[src/rtl/regfile_writeback_if.sv]
// Bundle of ALU result, load issue/return, writeback and decode-lookup signals
// around the register-bank writer. "master" is the core side, "slave" is the writer.
interface regfile_writeback_if #(
    parameter int XLEN = 32
);
    logic            alu_valid;
    logic [4:0]      alu_rd;
    logic [XLEN-1:0] alu_result;

    logic            ld_issue_valid;
    logic [4:0]      ld_issue_rd;

    logic            mem_valid;
    logic [4:0]      mem_rd;
    logic [XLEN-1:0] mem_data;
    logic            mem_ready;

    logic [4:0]      wb_addr;
    logic [XLEN-1:0] wb_data;
    logic            wb_en;

    logic [4:0]      rs1_addr;
    logic [4:0]      rs2_addr;
    logic            rs1_pending;
    logic            rs2_pending;

    modport master (
        output alu_valid, alu_rd, alu_result,
        output ld_issue_valid, ld_issue_rd,
        output mem_valid, mem_rd, mem_data,
        input  mem_ready,
        input  wb_addr, wb_data, wb_en,
        output rs1_addr, rs2_addr,
        input  rs1_pending, rs2_pending
    );

    modport slave (
        input  alu_valid, alu_rd, alu_result,
        input  ld_issue_valid, ld_issue_rd,
        input  mem_valid, mem_rd, mem_data,
        output mem_ready,
        output wb_addr, wb_data, wb_en,
        input  rs1_addr, rs2_addr,
        output rs1_pending, rs2_pending
    );
endinterface

[src/rtl/regfile_writeback.sv]
// Single write-port arbiter for the 32x32 register bank: ALU results win, load
// returns are queued in a small FIFO, and a pending-load scoreboard feeds decode.
module regfile_writeback #(
    parameter int DEPTH = 4,
    parameter int XLEN  = 32
) (
    input  logic                clk,
    input  logic                rst_n,
    regfile_writeback_if.slave  bus
);

    localparam int PW = (DEPTH > 1) ? $clog2(DEPTH) : 1;
    localparam int CW = PW + 1;
    localparam logic [CW-1:0] DEPTH_C = CW'(DEPTH);

    // Load-return FIFO storage and control
    logic [XLEN-1:0] fifo_data_q [DEPTH];
    logic [4:0]      fifo_rd_q   [DEPTH];
    logic [PW-1:0]   wr_ptr_q, wr_ptr_d;
    logic [PW-1:0]   rd_ptr_q, rd_ptr_d;
    logic [CW-1:0]   count_q,  count_d;

    // Writeback register and source tracking
    logic            wb_en_q,      wb_en_d;
    logic            wb_is_load_q, wb_is_load_d;
    logic [4:0]      wb_addr_q,    wb_addr_d;
    logic [XLEN-1:0] wb_data_q,    wb_data_d;

    logic [31:0]     sb_q, sb_d;

    logic            mem_ready;
    logic            alu_sel;
    logic            push;
    logic            pop;
    logic [4:0]      head_rd;
    logic [XLEN-1:0] head_data;

    // mem_ready depends only on registered occupancy, never on this cycle's inputs.
    assign mem_ready = (count_q < DEPTH_C);
    assign head_rd   = fifo_rd_q[rd_ptr_q];
    assign head_data = fifo_data_q[rd_ptr_q];

    always_comb begin
        alu_sel  = bus.alu_valid && (bus.alu_rd != 5'd0);
        push     = bus.mem_valid && mem_ready && (bus.mem_rd != 5'd0);
        pop      = !alu_sel && (count_q != '0);

        wr_ptr_d = push ? wr_ptr_q + PW'(1) : wr_ptr_q;
        rd_ptr_d = pop  ? rd_ptr_q + PW'(1) : rd_ptr_q;
        count_d  = count_q + CW'(push) - CW'(pop);
    end

    always_comb begin
        wb_en_d      = 1'b0;
        wb_is_load_d = 1'b0;
        wb_addr_d    = wb_addr_q;
        wb_data_d    = wb_data_q;
        if (alu_sel) begin
            wb_en_d   = 1'b1;
            wb_addr_d = bus.alu_rd;
            wb_data_d = bus.alu_result;
        end else if (pop) begin
            wb_en_d      = 1'b1;
            wb_is_load_d = 1'b1;
            wb_addr_d    = head_rd;
            wb_data_d    = head_data;
        end
    end

    // Clear lands on the same edge the bank commits the load; a new issue to the
    // same register on that edge overrides the clear.
    always_comb begin
        sb_d = sb_q;
        if (wb_en_q && wb_is_load_q) begin
            sb_d[wb_addr_q] = 1'b0;
        end
        if (bus.ld_issue_valid && (bus.ld_issue_rd != 5'd0)) begin
            sb_d[bus.ld_issue_rd] = 1'b1;
        end
        sb_d[0] = 1'b0;
    end

    always_ff @(posedge clk or negedge rst_n) begin
        if (!rst_n) begin
            wr_ptr_q     <= '0;
            rd_ptr_q     <= '0;
            count_q      <= '0;
            wb_en_q      <= 1'b0;
            wb_is_load_q <= 1'b0;
            wb_addr_q    <= '0;
            wb_data_q    <= '0;
            sb_q         <= '0;
        end else begin
            wr_ptr_q     <= wr_ptr_d;
            rd_ptr_q     <= rd_ptr_d;
            count_q      <= count_d;
            wb_en_q      <= wb_en_d;
            wb_is_load_q <= wb_is_load_d;
            wb_addr_q    <= wb_addr_d;
            wb_data_q    <= wb_data_d;
            sb_q         <= sb_d;
        end
    end

    // Storage is qualified by the pointers/count, so it needs no reset.
    always_ff @(posedge clk) begin
        if (push) begin
            fifo_data_q[wr_ptr_q] <= bus.mem_data;
            fifo_rd_q[wr_ptr_q]   <= bus.mem_rd;
        end
    end

    assign bus.mem_ready   = mem_ready;
    assign bus.wb_en       = wb_en_q;
    assign bus.wb_addr     = wb_addr_q;
    assign bus.wb_data     = wb_data_q;
    assign bus.rs1_pending = sb_q[bus.rs1_addr];
    assign bus.rs2_pending = sb_q[bus.rs2_addr];

endmodule

[src/flat_wrapper.sv]
// flat-port wrapper written by rule: the top's interface ports become plain ports
module regfile_writeback_flat 
#(
    parameter int DEPTH = 4,
    parameter int XLEN  = 32
)
  (clk, rst_n, bus_alu_valid, bus_alu_rd, bus_alu_result, bus_ld_issue_valid, bus_ld_issue_rd, bus_mem_valid, bus_mem_rd, bus_mem_data, bus_mem_ready, bus_wb_addr, bus_wb_data, bus_wb_en, bus_rs1_addr, bus_rs2_addr, bus_rs1_pending, bus_rs2_pending);
  regfile_writeback_if #(.XLEN(XLEN)) bus_i ();
  input  logic clk;
  input  logic rst_n;
  input wire logic [$bits(bus_i.alu_valid)-1:0] bus_alu_valid;
  input wire logic [$bits(bus_i.alu_rd)-1:0] bus_alu_rd;
  input wire logic [$bits(bus_i.alu_result)-1:0] bus_alu_result;
  input wire logic [$bits(bus_i.ld_issue_valid)-1:0] bus_ld_issue_valid;
  input wire logic [$bits(bus_i.ld_issue_rd)-1:0] bus_ld_issue_rd;
  input wire logic [$bits(bus_i.mem_valid)-1:0] bus_mem_valid;
  input wire logic [$bits(bus_i.mem_rd)-1:0] bus_mem_rd;
  input wire logic [$bits(bus_i.mem_data)-1:0] bus_mem_data;
  output wire logic [$bits(bus_i.mem_ready)-1:0] bus_mem_ready;
  output wire logic [$bits(bus_i.wb_addr)-1:0] bus_wb_addr;
  output wire logic [$bits(bus_i.wb_data)-1:0] bus_wb_data;
  output wire logic [$bits(bus_i.wb_en)-1:0] bus_wb_en;
  input wire logic [$bits(bus_i.rs1_addr)-1:0] bus_rs1_addr;
  input wire logic [$bits(bus_i.rs2_addr)-1:0] bus_rs2_addr;
  output wire logic [$bits(bus_i.rs1_pending)-1:0] bus_rs1_pending;
  output wire logic [$bits(bus_i.rs2_pending)-1:0] bus_rs2_pending;
  assign bus_i.alu_valid = bus_alu_valid;
  assign bus_i.alu_rd = bus_alu_rd;
  assign bus_i.alu_result = bus_alu_result;
  assign bus_i.ld_issue_valid = bus_ld_issue_valid;
  assign bus_i.ld_issue_rd = bus_ld_issue_rd;
  assign bus_i.mem_valid = bus_mem_valid;
  assign bus_i.mem_rd = bus_mem_rd;
  assign bus_i.mem_data = bus_mem_data;
  assign bus_mem_ready = bus_i.mem_ready;
  assign bus_wb_addr = bus_i.wb_addr;
  assign bus_wb_data = bus_i.wb_data;
  assign bus_wb_en = bus_i.wb_en;
  assign bus_i.rs1_addr = bus_rs1_addr;
  assign bus_i.rs2_addr = bus_rs2_addr;
  assign bus_rs1_pending = bus_i.rs1_pending;
  assign bus_rs2_pending = bus_i.rs2_pending;
  regfile_writeback #(.DEPTH(DEPTH), .XLEN(XLEN)) u_core (.clk(clk), .rst_n(rst_n), .bus(bus_i));
endmodule
[config.mk]
export PLATFORM = sky130hd
export DESIGN_NAME = regfile_writeback_flat
export DESIGN_NICKNAME = d
export VERILOG_FILES = /design/src/rtl/regfile_writeback_if.sv /design/src/rtl/regfile_writeback.sv /design/src/flat_wrapper.sv
export SDC_FILE = /design/constraint.sdc
export NUM_CORES = 1
export LEC_CHECK = 0
export CAP_MARGIN = 20
export CORE_AREA = 8 8 162 164
export DETAILED_ROUTE_END_ITERATION = 10
export DIE_AREA = 0 0 170 172
export HOLD_SLACK_MARGIN = 0.08
export SYNTH_ARGS = -nofsm -noshare
export SYNTH_HDL_FRONTEND = slang
export SYNTH_SLANG_ARGS = --single-unit
[constraint.sdc]
create_clock -name clk -period 5.7 [get_ports clk]
set_input_delay 1.14 -clock clk [delete_from_list [all_inputs] [get_ports clk]]
set_output_delay 1.14 -clock clk [all_outputs]
set_load 0.1 [all_outputs]
==> flow_metrics.py, run 1 <==
metrics = {
    "run_status": {
        "status": "complete, no violations",
    },
    "timing": {
        "rsz0062_at_grt": "false",
        "setup_viol_count_final": 0,
        "tns_ns": 0,
        "worst_pin_slew_ns": 1.08,
        "maxSlewHeadroom_pct": 27.9,
        "timing.clock.skew_ns": 0.0110,
        "report.final.hold_viol_count": 0,
        "maxClockFrequency_mhz": 240,
        "fin_crit_sh_pct": 73.2,
        "postLayoutSetupSlackWorst_ns": 1.53,
        "timing.final.max_slew_violations": 0,
        "post-route-min-period_ns": 4.17,
    },
    "synth": {
        "syn_nets": 696,
        "async_reset_ff_share_pct": 34.2,
        "synthTopCellsByArea": "sky130_fd_sc_hd__edfxtp_1 (47%), sky130_fd_sc_hd__dfrtp_1 (21%), sky130_fd_sc_hd__mux4_2 (10%), sky130_fd_sc_hd__mux2i_1 (5.9%), sky130_fd_sc_hd__o21ai_0 (3.4%)",
        "sequential_cell_area_fraction_in_the_yosys_report_pct": 68.1,
        "synth_most_common_cell": "sky130_fd_sc_hd__edfxtp_1",
        "primary_ff_master_synth": "sky130_fd_sc_hd__edfxtp_1",
        "distinct_cell_type_count_after_synthesis": 35,
        "edff_count_synth": 148,
        "yosysWarnings": 0,
        "postSynthRegisterBits": 225,
        "synth_area_um2": 9360,
        "synthesis.area_per_instance_um2": 15.7,
        "yosys.area.top_type_share_pct": 47.5,
        "synth.cells.most_frequent": "sky130_fd_sc_hd__edfxtp_1 (148), sky130_fd_sc_hd__dfrtp_1 (77), sky130_fd_sc_hd__o21ai_0 (63), sky130_fd_sc_hd__mux2i_1 (55), sky130_fd_sc_hd__mux4_2 (43)",
        "yosys.area.top_type": "sky130_fd_sc_hd__edfxtp_1",
        "synthCells": 595,
    },
    "setup_path": {
        "crit_path_start": "bus_rs2_addr[0]",
        "crit_path_cell_trace": "clkdlybuf4s50_1 -> mux4_2 -> nand2b_1 -> o2111ai_1 -> nand4_1 -> buf_4",
        "reg2reg_depth": 10,
        "worstReg2RegEnd": "u_core.count_q[2]",
        "cp_data_arrival_time_ns": 3.03,
        "delay_of_the_slowest_critical_path_stage_ns": 0.68,
        "slowest_stage": "sky130_fd_sc_hd__clkdlybuf4s50_1",
        "critical_path_class": "in -> out",
        "cp_max_fo": 7,
        "setup.reg_to_reg.worst_slack_ns": 3.28,
        "critPathCaptureType": "output pin",
        "required_time_at_the_worst_slack_endpoint_ns": 4.56,
        "worstSetupEndpoint": "bus_rs2_pending",
        "timing.critical_path.from_type": "input port",
        "worstReg2RegStart": "u_core.count_q[2]",
    },
    "cells_and_area": {
        "finish.net_count": 831,
        "regArea_um2": 6370,
        "final.fill_count": 2062,
        "multi_input_area_um2": 2810,
        "n_antenna_cell": 0,
        "final_layout_size_suffix_gt1_share_pct": 13.0,
        "synthToLayoutAreaGrowth_pct": 25.1,
    },
    "detailed_routing": {
        "routedWlPerCell_um": 20.5,
        "dr.first_iter.drc_count": 407,
        "drt.antenna.violating_nets": 0,
        "via_per_inst": 5.26,
        "via_count": 5629,
        "drt_pass1_iterations": 5,
        "wirelength_um": 22000,
        "drc_errors": 0,
    },
    "place": {
        "routabilityCongestion": 0.847,
        "post-place-ws_ns": 1.51,
        "port_buf_inserts": 134,
        "hpwl_reported_at_the_end_of_detailed_placement_um": 14700,
    },
    "clock_network": {
        "root_buffer": "sky130_fd_sc_hd__clkbuf_16",
        "clock-sinks": 225,
        "post_cts_hold_buffer_count": 0,
        "clock_latency_of_the_later_clocked_register_in_the_worst_skew_pair_ns": 0.50,
        "cts_repair_resize_count": 0,
        "clock_pin_slew_reported_for_the_worst_setup_and_hold_paths_after_clock_tree_synthesis_ns": 0.06,
        "postCtsSetupRepairBufs": 0,
        "ctsHtreeMaxLevel": 1,
        "ctsLongestPathBuffers": 3,
        "cts_buffers": 23,
        "tritoncts": "done",
    },
    "power_and_ir_drop": {
        "p_sw_share_pct": 38.4,
        "vdd_ir_drop_max_mv": 0.400,
        "internal_power_mw": 3.74,
        "p_leak_nw": 4.26,
        "p_sw_mw": 2.33,
        "power.clock.fraction_pct": 22.6,
        "power_frac_seq_pct": 40.7,
        "pwr_density_cell_nw_per_um2": 519,
        "combPwrFrac_pct": 36.7,
    },
    "floorplan": {
        "pin_count": 135,
        "die_w_um": 170,
        "chipHeight_um": 172,
        "initial_util_pct": 39.3,
        "core-area_um2": 23800,
        "num_rows": 57,
        "dieArea_um2": 29200,
    },
    "grt": {
        "largest_net_degree_at_the_start_of_global_routing": 68,
        "grt_antenna_before_repair": 1,
        "grt_pass1_vias": 6196,
        "grt_first_pass_wirelength_um": 34800,
        "grt.overflow.total": 0,
        "global_route.usage.total_pct": 15.3,
    },
    "flow_run": {
        "max_cap_violations": 0,
    },
    "worst_hold_path": {
        "hp-class": "reg -> reg",
    },
}
==> area by class of cell <==
type	instances	area share, %
tap	324	3.46
clock buffer	34	5.53
clock inverter	8	0.406
multi-input combinational	330	24.0
timing repair buffer	139	11.8
inverter	11	0.353
sequential	225	54.5
==> placed cells by master, fill, tap and decap left out, drive strengths merged, types with 5 or more instances in the layout <==
cell           netlist  final
clkdlybuf4s50        0    131
buf                 20      8
nand3               12     12
mux4                43     43
ha                   6      6
o21ai               69     69
nand3b               8      8
nand2               15     15
edfxtp             148    148
a21oi               38     38
or3                  5      5
inv                 11     13
nor2                40     40
mux2i               55     55
dfrtp               77     77
clkbuf               9     34
clkinv               0      5
xnor2                5      5
==> state kept, by name, indices dropped and copies added, names as in the netlist <==
| name | count |
|---|---|
| u_core.fifo_data_q | 128 |
| u_core.bus.wb_data | 32 |
| u_core.sb_q | 31 |
| u_core.fifo_rd_q | 20 |
| u_core.bus.wb_addr | 5 |
| u_core.count_q | 3 |
| u_core.rd_ptr_q | 2 |
| u_core.wr_ptr_q | 2 |
| u_core.bus.wb_en | 1 |
| u_core.wb_is_load_q | 1 |
==> worst max-delay path, delay by kind of cell <==
kind            cells  cell delay [ns]
mux                 1             0.55
compound gates      1             0.13
simple gates        2             0.28
buf+inv             2             0.93
==> worst min path at each step <==
stage,start,end,cells past startpoint
2_1_floorplan,u_core.count_q[0],u_core.bus.wb_en,2
5_1_grt,u_core.count_q[0],u_core.bus.wb_en,2
3_5_place_dp,u_core.count_q[0],u_core.bus.wb_en,2
4_1_cts,u_core.count_q[0],u_core.bus.wb_en,2
6_report,u_core.count_q[0],u_core.bus.wb_en,2
3_3_place_gp,u_core.count_q[0],u_core.bus.wb_en,2
==> per-layer routing <==
metal | track usage (%) | share of wire [%]
met1 | 20.2 | 45
met2 | 24.9 | 47
met3 | 3.70 | 6.3
met4 | 4.04 | 1.7
met5 | 0 | 0.059
==> power groups by stage <==
stage | clock [mW] | sequential (mW) | combinational (mW)
5_1_grt | 1.47 | 2.53 | 2.39
3_5_place_dp | 0 | 2.51 | 2.26
2_1_floorplan | 0 | 3.01 | 1.09
3_3_place_gp | 0 | 2.50 | 2.22
6_report | 1.37 | 2.47 | 2.23
4_1_cts | 1.41 | 2.48 | 2.26
==> logic make-up (layout without fill, tap and decap cells) <==
family                   Yosys count  in the layout  share of synthesized area, %
buffers and inverters             40            192                          2.10
XOR/XNOR                           5              5                         0.468
AO/OA/AOI/OAI                    118            118                          6.70
adder cells (fa/ha/maj)            7              7                          1.02
AND/OR/NAND/NOR                  102            102                          5.43
multiplexers                      98             98                          16.2
flip-flops                       225            225                          68.1
==> metrics by stage <==
step | cells | cell area [µm²] | util, % | hold WS, ns | power, mW
2_1_floorplan | 595 | 9360 | - | 0.455 | 4.10
6_report | 1071 | 11700 | 49.1 | 0.499 | 6.07
3_3_place_gp | 1028 | 11000 | 46.1 | 0.473 | 4.72
3_5_place_dp | 1028 | 11000 | 46.1 | 0.485 | 4.77
5_1_grt | 1071 | 11700 | 49.1 | 0.520 | 6.39
4_1_cts | 1070 | 11700 | 49.1 | 0.500 | 6.16
(Power assumes the default switching activity.)
==> run 2: changes to the inputs <==
==> constraint.sdc (replaced) <==
create_clock -name clk -period 4 [get_ports clk]
set_input_delay 0.8 -clock clk [delete_from_list [all_inputs] [get_ports clk]]
set_output_delay 0.8 -clock clk [all_outputs]
set_load 0.1 [all_outputs]
==> flow_metrics.py, run 2 (same netlist as run 1, synthesis figures left out) <==
metrics = {
    "run_status": {
        "status": "complete, no violations",
    },
    "grt": {
        "largest_net_degree_at_the_start_of_global_routing": 78,
        "grt_antenna_before_repair": 1,
        "global_route.usage.total_pct": 14.8,
        "grt.overflow.total": 0,
        "grtUsageMet3_pct": 3.77,
        "grt_pass1_vias": 6154,
        "top_usage_layer": "met2",
        "grt_first_pass_wirelength_um": 34000,
        "met1_usage_pct": 18.8,
        "grtUsageMet2_pct": 25.1,
    },
    "clock_network": {
        "ctsHtreeMaxLevel": 1,
        "ctsLongestPathBuffers": 3,
        "root_buffer": "sky130_fd_sc_hd__clkbuf_16",
        "clock_latency_of_the_later_clocked_register_in_the_worst_skew_pair_ns": 0.50,
        "tritoncts": "done",
        "clock_pin_slew_reported_for_the_worst_setup_and_hold_paths_after_clock_tree_synthesis_ns": 0.06,
        "cts_buffers": 24,
        "postCtsSetupRepairBufs": 0,
        "clock-sinks": 225,
        "post_cts_hold_buffer_count": 0,
        "cts_repair_resize_count": 0,
    },
    "power_and_ir_drop": {
        "combPwrFrac_pct": 36.8,
        "power.clock.fraction_pct": 23.3,
        "power_frac_seq_pct": 39.9,
        "vdd_ir_drop_max_mv": 0.510,
        "pwr_density_cell_nw_per_um2": 742,
        "p_sw_mw": 3.36,
        "internal_power_mw": 5.45,
        "p_leak_nw": 4.33,
        "p_sw_share_pct": 38.1,
    },
    "cells_and_area": {
        "final_layout_size_suffix_gt1_share_pct": 13.5,
        "finish.net_count": 836,
        "final_core_util_pct": 49.8,
        "summed_area_of_non_filler_cells_in_the_final_layout_um2": 11900,
        "final_common_cell": "sky130_fd_sc_hd__edfxtp_1",
        "n_antenna_cell": 0,
        "final_cell_mix": "sky130_fd_sc_hd__edfxtp_1 (148), sky130_fd_sc_hd__clkdlybuf4s50_1 (131), sky130_fd_sc_hd__dfrtp_1 (75), sky130_fd_sc_hd__o21ai_0 (63), sky130_fd_sc_hd__mux2i_1 (55)",
        "synthToLayoutAreaGrowth_pct": 26.8,
        "largest_register_ffs": 128,
        "largest_register": "u_core.fifo_data_q",
    },
    "setup_path": {
        "cp_max_fo": 7,
        "cp_data_arrival_time_ns": 2.70,
        "required_time_at_the_worst_slack_endpoint_ns": 3.20,
        "critPathCaptureType": "output pin",
        "critical_path_class": "in -> out",
        "timing.critical_path.from_type": "input port",
    },
    "timing": {
        "report.final.hold_viol_count": 0,
        "rsz0062_at_grt": "false",
        "fin_crit_sh_pct": 87.5,
        "maxSlewHeadroom_pct": 30.7,
        "tns_ns": 0,
        "setup_viol_count_final": 0,
        "worst_pin_slew_ns": 1.04,
        "timing.final.max_slew_violations": 0,
        "timing.clock.skew_ns": 0.00939,
        "maxClockFrequency_mhz": 286,
        "hold-worst-slack_ns": 0.123,
        "post-route-min-period_ns": 3.50,
    },
    "flow_run": {
        "max_cap_violations": 0,
    },
    "detailed_routing": {
        "wirelength_um": 21700,
        "drt_pass1_iterations": 5,
        "via_count": 5625,
        "routedWlPerCell_um": 20.2,
        "via_per_inst": 5.22,
        "drc_errors": 0,
        "dr.first_iter.drc_count": 382,
        "drt.antenna.violating_nets": 0,
    },
    "floorplan": {
        "chipHeight_um": 172,
        "dieArea_um2": 29200,
        "pin_count": 135,
        "num_rows": 57,
        "core-area_um2": 23800,
        "initial_util_pct": 39.3,
        "die_w_um": 170,
    },
    "place": {
        "port_buf_inserts": 134,
        "hpwl_reported_at_the_end_of_detailed_placement_um": 14500,
        "routabilityCongestion": 0.864,
        "placedInstanceArea_um2": 11100,
    },
    "worst_hold_path": {
        "hp-class": "in -> async",
    },
}
==> run 2: cell count changes in the layout (fill, tap and decap cells not counted), moves of 2 or more <==
cell,before,now
sky130_fd_sc_hd__clkinv_1,0,4
sky130_fd_sc_hd__clkbuf_16,23,25
sky130_fd_sc_hd__clkbuf_1,8,5
sky130_fd_sc_hd__buf_12,1,6
sky130_fd_sc_hd__buf_4,7,5
sky130_fd_sc_hd__clkinv_4,0,2
==> run 2: metrics by stage <==
| step | setup WS [ns] | power, mW | std cells |
|---|---|---|---|
| detailed placement | 0.505 | 6.84 | 1032 |
| global placement | 0.524 | 6.75 | 1032 |
| CTS | 0.498 | 8.92 | 1076 |
| global route | 0.381 | 9.26 | 1077 |
| finish | 0.502 | 8.81 | 1077 |
| floorplan | 0.454 | 5.84 | 595 |
==> run 2: worst max-delay path, stage by stage <==
cell	delay [ns]
sky130_fd_sc_hd__clkdlybuf4s50_1	0.68
sky130_fd_sc_hd__mux4_2	0.54
sky130_fd_sc_hd__nand2b_1	0.15
sky130_fd_sc_hd__o211ai_1	0.13
sky130_fd_sc_hd__nand4_1	0.18
sky130_fd_sc_hd__buf_12	0.21
==> run 2: path summary, 6_finish.rpt <==
| path | start | end | slack [ns] | depth (start not counted) |
|---|---|---|---|---|
| worst min-delay path | rst_n | u_core.bus.wb_data[16] | 0.12 | 1 |
| worst min register to register | u_core.count_q[0] | u_core.bus.wb_en | 0.50 | 2 |
| worst max register to register | u_core.count_q[2] | u_core.count_q[2] | 1.62 | 10 |
| min in group clk | u_core.count_q[0] | u_core.bus.wb_en | 0.50 | 2 |
| worst max-delay path | bus_rs1_addr[0] | bus_rs1_pending | 0.50 | 6 |
| max in group asynchronous | rst_n | u_core.rd_ptr_q[0] | 3.27 | 2 |
==> run 2: final cells by class <==
| cell class | count | area [µm²] |
|---|---|---|
| fillers | 2064 | 12000 |
| flip-flops and latches | 225 | 6370 |
| multi-input cells | 330 | 2810 |
| repair buffers | 143 | 1500 |
| clock buffers | 33 | 686 |
| well taps | 324 | 405 |
| clock inverters | 11 | 60.1 |
| inverters | 11 | 41.3 |
==> run 2: routing by layer <==
layer  share of wire, %  vias up  routed length (µm)
met5              0.060        -                  13
met3                6.7       33                1450
met1                 43     2828                9390
met2                 48      187               10500
met4                1.6        2                 355
li1                   -     2575                   -
==> run 2: power groups by stage <==
stage | Combinational (mW) | Clock [mW] | Sequential [mW]
3_5_place_dp | 3.27 | 0 | 3.57
4_1_cts | 3.28 | 2.12 | 3.52
5_1_grt | 3.45 | 2.21 | 3.59
3_3_place_gp | 3.22 | 0 | 3.53
2_1_floorplan | 1.55 | 0 | 4.28
6_report | 3.25 | 2.05 | 3.51
==> run 3: changes to the inputs <==
--- a/config.mk
+++ b/config.mk
@@ -9,6 +9,7 @@
 export CORE_AREA = 8 8 162 164
 export DETAILED_ROUTE_END_ITERATION = 10
 export DIE_AREA = 0 0 170 172
+export GPL_TIMING_DRIVEN = 0
 export HOLD_SLACK_MARGIN = 0.08
 export SYNTH_ARGS = -nofsm -noshare
 export SYNTH_HDL_FRONTEND = slang
==> flow_metrics.py, run 3 (same netlist as run 1, synthesis figures left out) <==
metrics = {
    "place": {
        "placedInstanceArea_um2": 11200,
        "post-place-ws_ns": -0.123,
        "hpwl_reported_at_the_end_of_detailed_placement_um": 16000,
        "port_buf_inserts": 130,
        "placed_cells_incl_taps": 1054,
        "routabilityCongestion": 0.808,
    },
    "cells_and_area": {
        "final_core_util_pct": 49.8,
        "largest_register_ffs": 128,
        "final_common_cell": "sky130_fd_sc_hd__edfxtp_1",
        "final.fill_count": 2065,
        "final_cell_mix": "sky130_fd_sc_hd__edfxtp_1 (148), sky130_fd_sc_hd__clkdlybuf4s50_1 (127), sky130_fd_sc_hd__dfrtp_1 (77), sky130_fd_sc_hd__o21ai_0 (63), sky130_fd_sc_hd__mux2i_1 (55)",
        "largest_register": "u_core.fifo_data_q",
        "synthToLayoutAreaGrowth_pct": 26.8,
        "final_layout_size_suffix_gt1_share_pct": 14.0,
        "n_antenna_cell": 0,
        "summed_area_of_non_filler_cells_in_the_final_layout_um2": 11900,
        "finish.net_count": 856,
        "layoutNonFillerInstCount": 1096,
    },
    "timing": {
        "fin_crit_sh_pct": 96.0,
        "postLayoutSetupSlackWorst_ns": 0.158,
        "post-route-min-period_ns": 3.84,
        "maxClockFrequency_mhz": 260,
        "timing.clock.skew_ns": 0.0148,
        "setup_viol_count_final": 0,
        "tns_ns": 0,
        "rsz0062_at_grt": "false",
        "timing.final.max_slew_violations": 0,
        "maxSlewHeadroom_pct": 33.7,
        "report.final.hold_viol_count": 0,
        "hold-worst-slack_ns": 0.158,
        "worst_pin_slew_ns": 0.991,
    },
    "detailed_routing": {
        "via_per_inst": 5.23,
        "routedWlPerCell_um": 20.9,
        "wirelength_um": 22900,
        "dr.first_iter.drc_count": 311,
        "drt.antenna.violating_nets": 0,
        "drt_pass1_iterations": 6,
        "via_count": 5731,
        "drc_errors": 0,
    },
    "power_and_ir_drop": {
        "p_leak_nw": 4.36,
        "report.power.total_mw": 8.76,
        "pwr_density_cell_nw_per_um2": 738,
        "vdd_ir_drop_max_mv": 0.499,
    },
    "floorplan": {
        "dieArea_um2": 29200,
        "pin_count": 135,
        "initial_util_pct": 39.3,
        "num_rows": 57,
        "core-area_um2": 23800,
        "chipHeight_um": 172,
        "die_w_um": 170,
    },
    "clock_network": {
        "clock_pin_slew_reported_for_the_worst_setup_and_hold_paths_after_clock_tree_synthesis_ns": 0.06,
        "clock_latency_of_the_later_clocked_register_in_the_worst_skew_pair_ns": 0.51,
        "clock-sinks": 225,
        "ctsHtreeMaxLevel": 1,
        "tritoncts": "done",
        "ctsLongestPathBuffers": 3,
        "root_buffer": "sky130_fd_sc_hd__clkbuf_16",
        "cts_buffers": 23,
    },
    "grt": {
        "grt_pass1_vias": 6267,
        "largest_net_degree_at_the_start_of_global_routing": 65,
        "grt_antenna_before_repair": 1,
        "grt_first_pass_wirelength_um": 35500,
        "global_route.usage.total_pct": 15.7,
        "grt.overflow.total": 0,
    },
    "setup_path": {
        "cp_max_fo": 10,
        "cp_data_arrival_time_ns": 3.04,
        "timing.critical_path.from_type": "input port",
        "critical_path_class": "in -> out",
        "required_time_at_the_worst_slack_endpoint_ns": 3.20,
        "critPathCaptureType": "output pin",
    },
    "worst_hold_path": {
        "hp-class": "in -> async",
    },
    "flow_run": {
        "max_cap_violations": 0,
    },
    "run_status": {
        "status": "complete, no violations",
    },
}
run 3: repair_timing:
| item | 4_1_cts | 5_1_grt |
|---|---|---|
| buffers inserted | 0 | 0 |
| resized for setup | 2 | 0 |
| hold buffers | 0 | 0 |
| setup endpoints to repair | 2 | 0 |
run 3: area by class of cell:
cell class,instances,area [µm²],area share [%]
well taps,324,405,3.42
clock inverters,6,30.0,0.253
plain buffers,29,155,1.31
repair buffers,135,1400,11.8
inverters,11,41.3,0.348
multi-input cells,330,2800,23.6
flip-flops and latches,225,6370,53.7
clock buffers,36,664,5.60
run 3: layer usage:
| metal | routed length [µm] | up-vias | share of wire [%] | track usage, % |
|---|---|---|---|---|
| met5 | 8 | - | 0.035 | 0 |
| met2 | 11200 | 193 | 49 | 26.5 |
| met4 | 359 | 2 | 1.6 | 4.27 |
| li1 | - | 2610 | - | - |
| met1 | 9750 | 2891 | 43 | 20.2 |
| met3 | 1570 | 35 | 6.8 | 3.52 |
run 3: worst paths after layout:
| path | startpoint | endpoint | slack [ns] | depth (start not counted) |
|---|---|---|---|---|
| min | rst_n | u_core.bus.wb_data[15] | 0.16 | 1 |
| max reg2reg | u_core.count_q[2] | u_core.count_q[2] | 1.13 | 13 |
| max in group asynchronous | rst_n | u_core.sb_q[7] | 3.22 | 2 |
| min in group clk | u_core.count_q[0] | u_core.bus.wb_en | 0.50 | 2 |
| max | bus_rs1_addr[2] | bus_rs1_pending | 0.16 | 7 |
| min reg2reg | u_core.count_q[0] | u_core.bus.wb_en | 0.50 | 2 |
run 3: power by group:
part	total, mW	leakage [nW]	internal (mW)	switching (mW)
Sequential	3.33	2.20	3.04	0.298
Combinational	3.45	1.82	1.23	2.23
Clock	1.98	0.340	1.14	0.838
Total	8.76	4.36	5.40	3.36
run 3: critical path, cell delays in order:
cell                              delay [ns]
sky130_fd_sc_hd__clkdlybuf4s50_1        0.53
sky130_fd_sc_hd__buf_2                  0.29
sky130_fd_sc_hd__mux2i_1                0.12
sky130_fd_sc_hd__a22oi_1                0.22
sky130_fd_sc_hd__nand3_1                0.11
sky130_fd_sc_hd__nand4_1                0.10
sky130_fd_sc_hd__dlygate4sd2_1          0.88
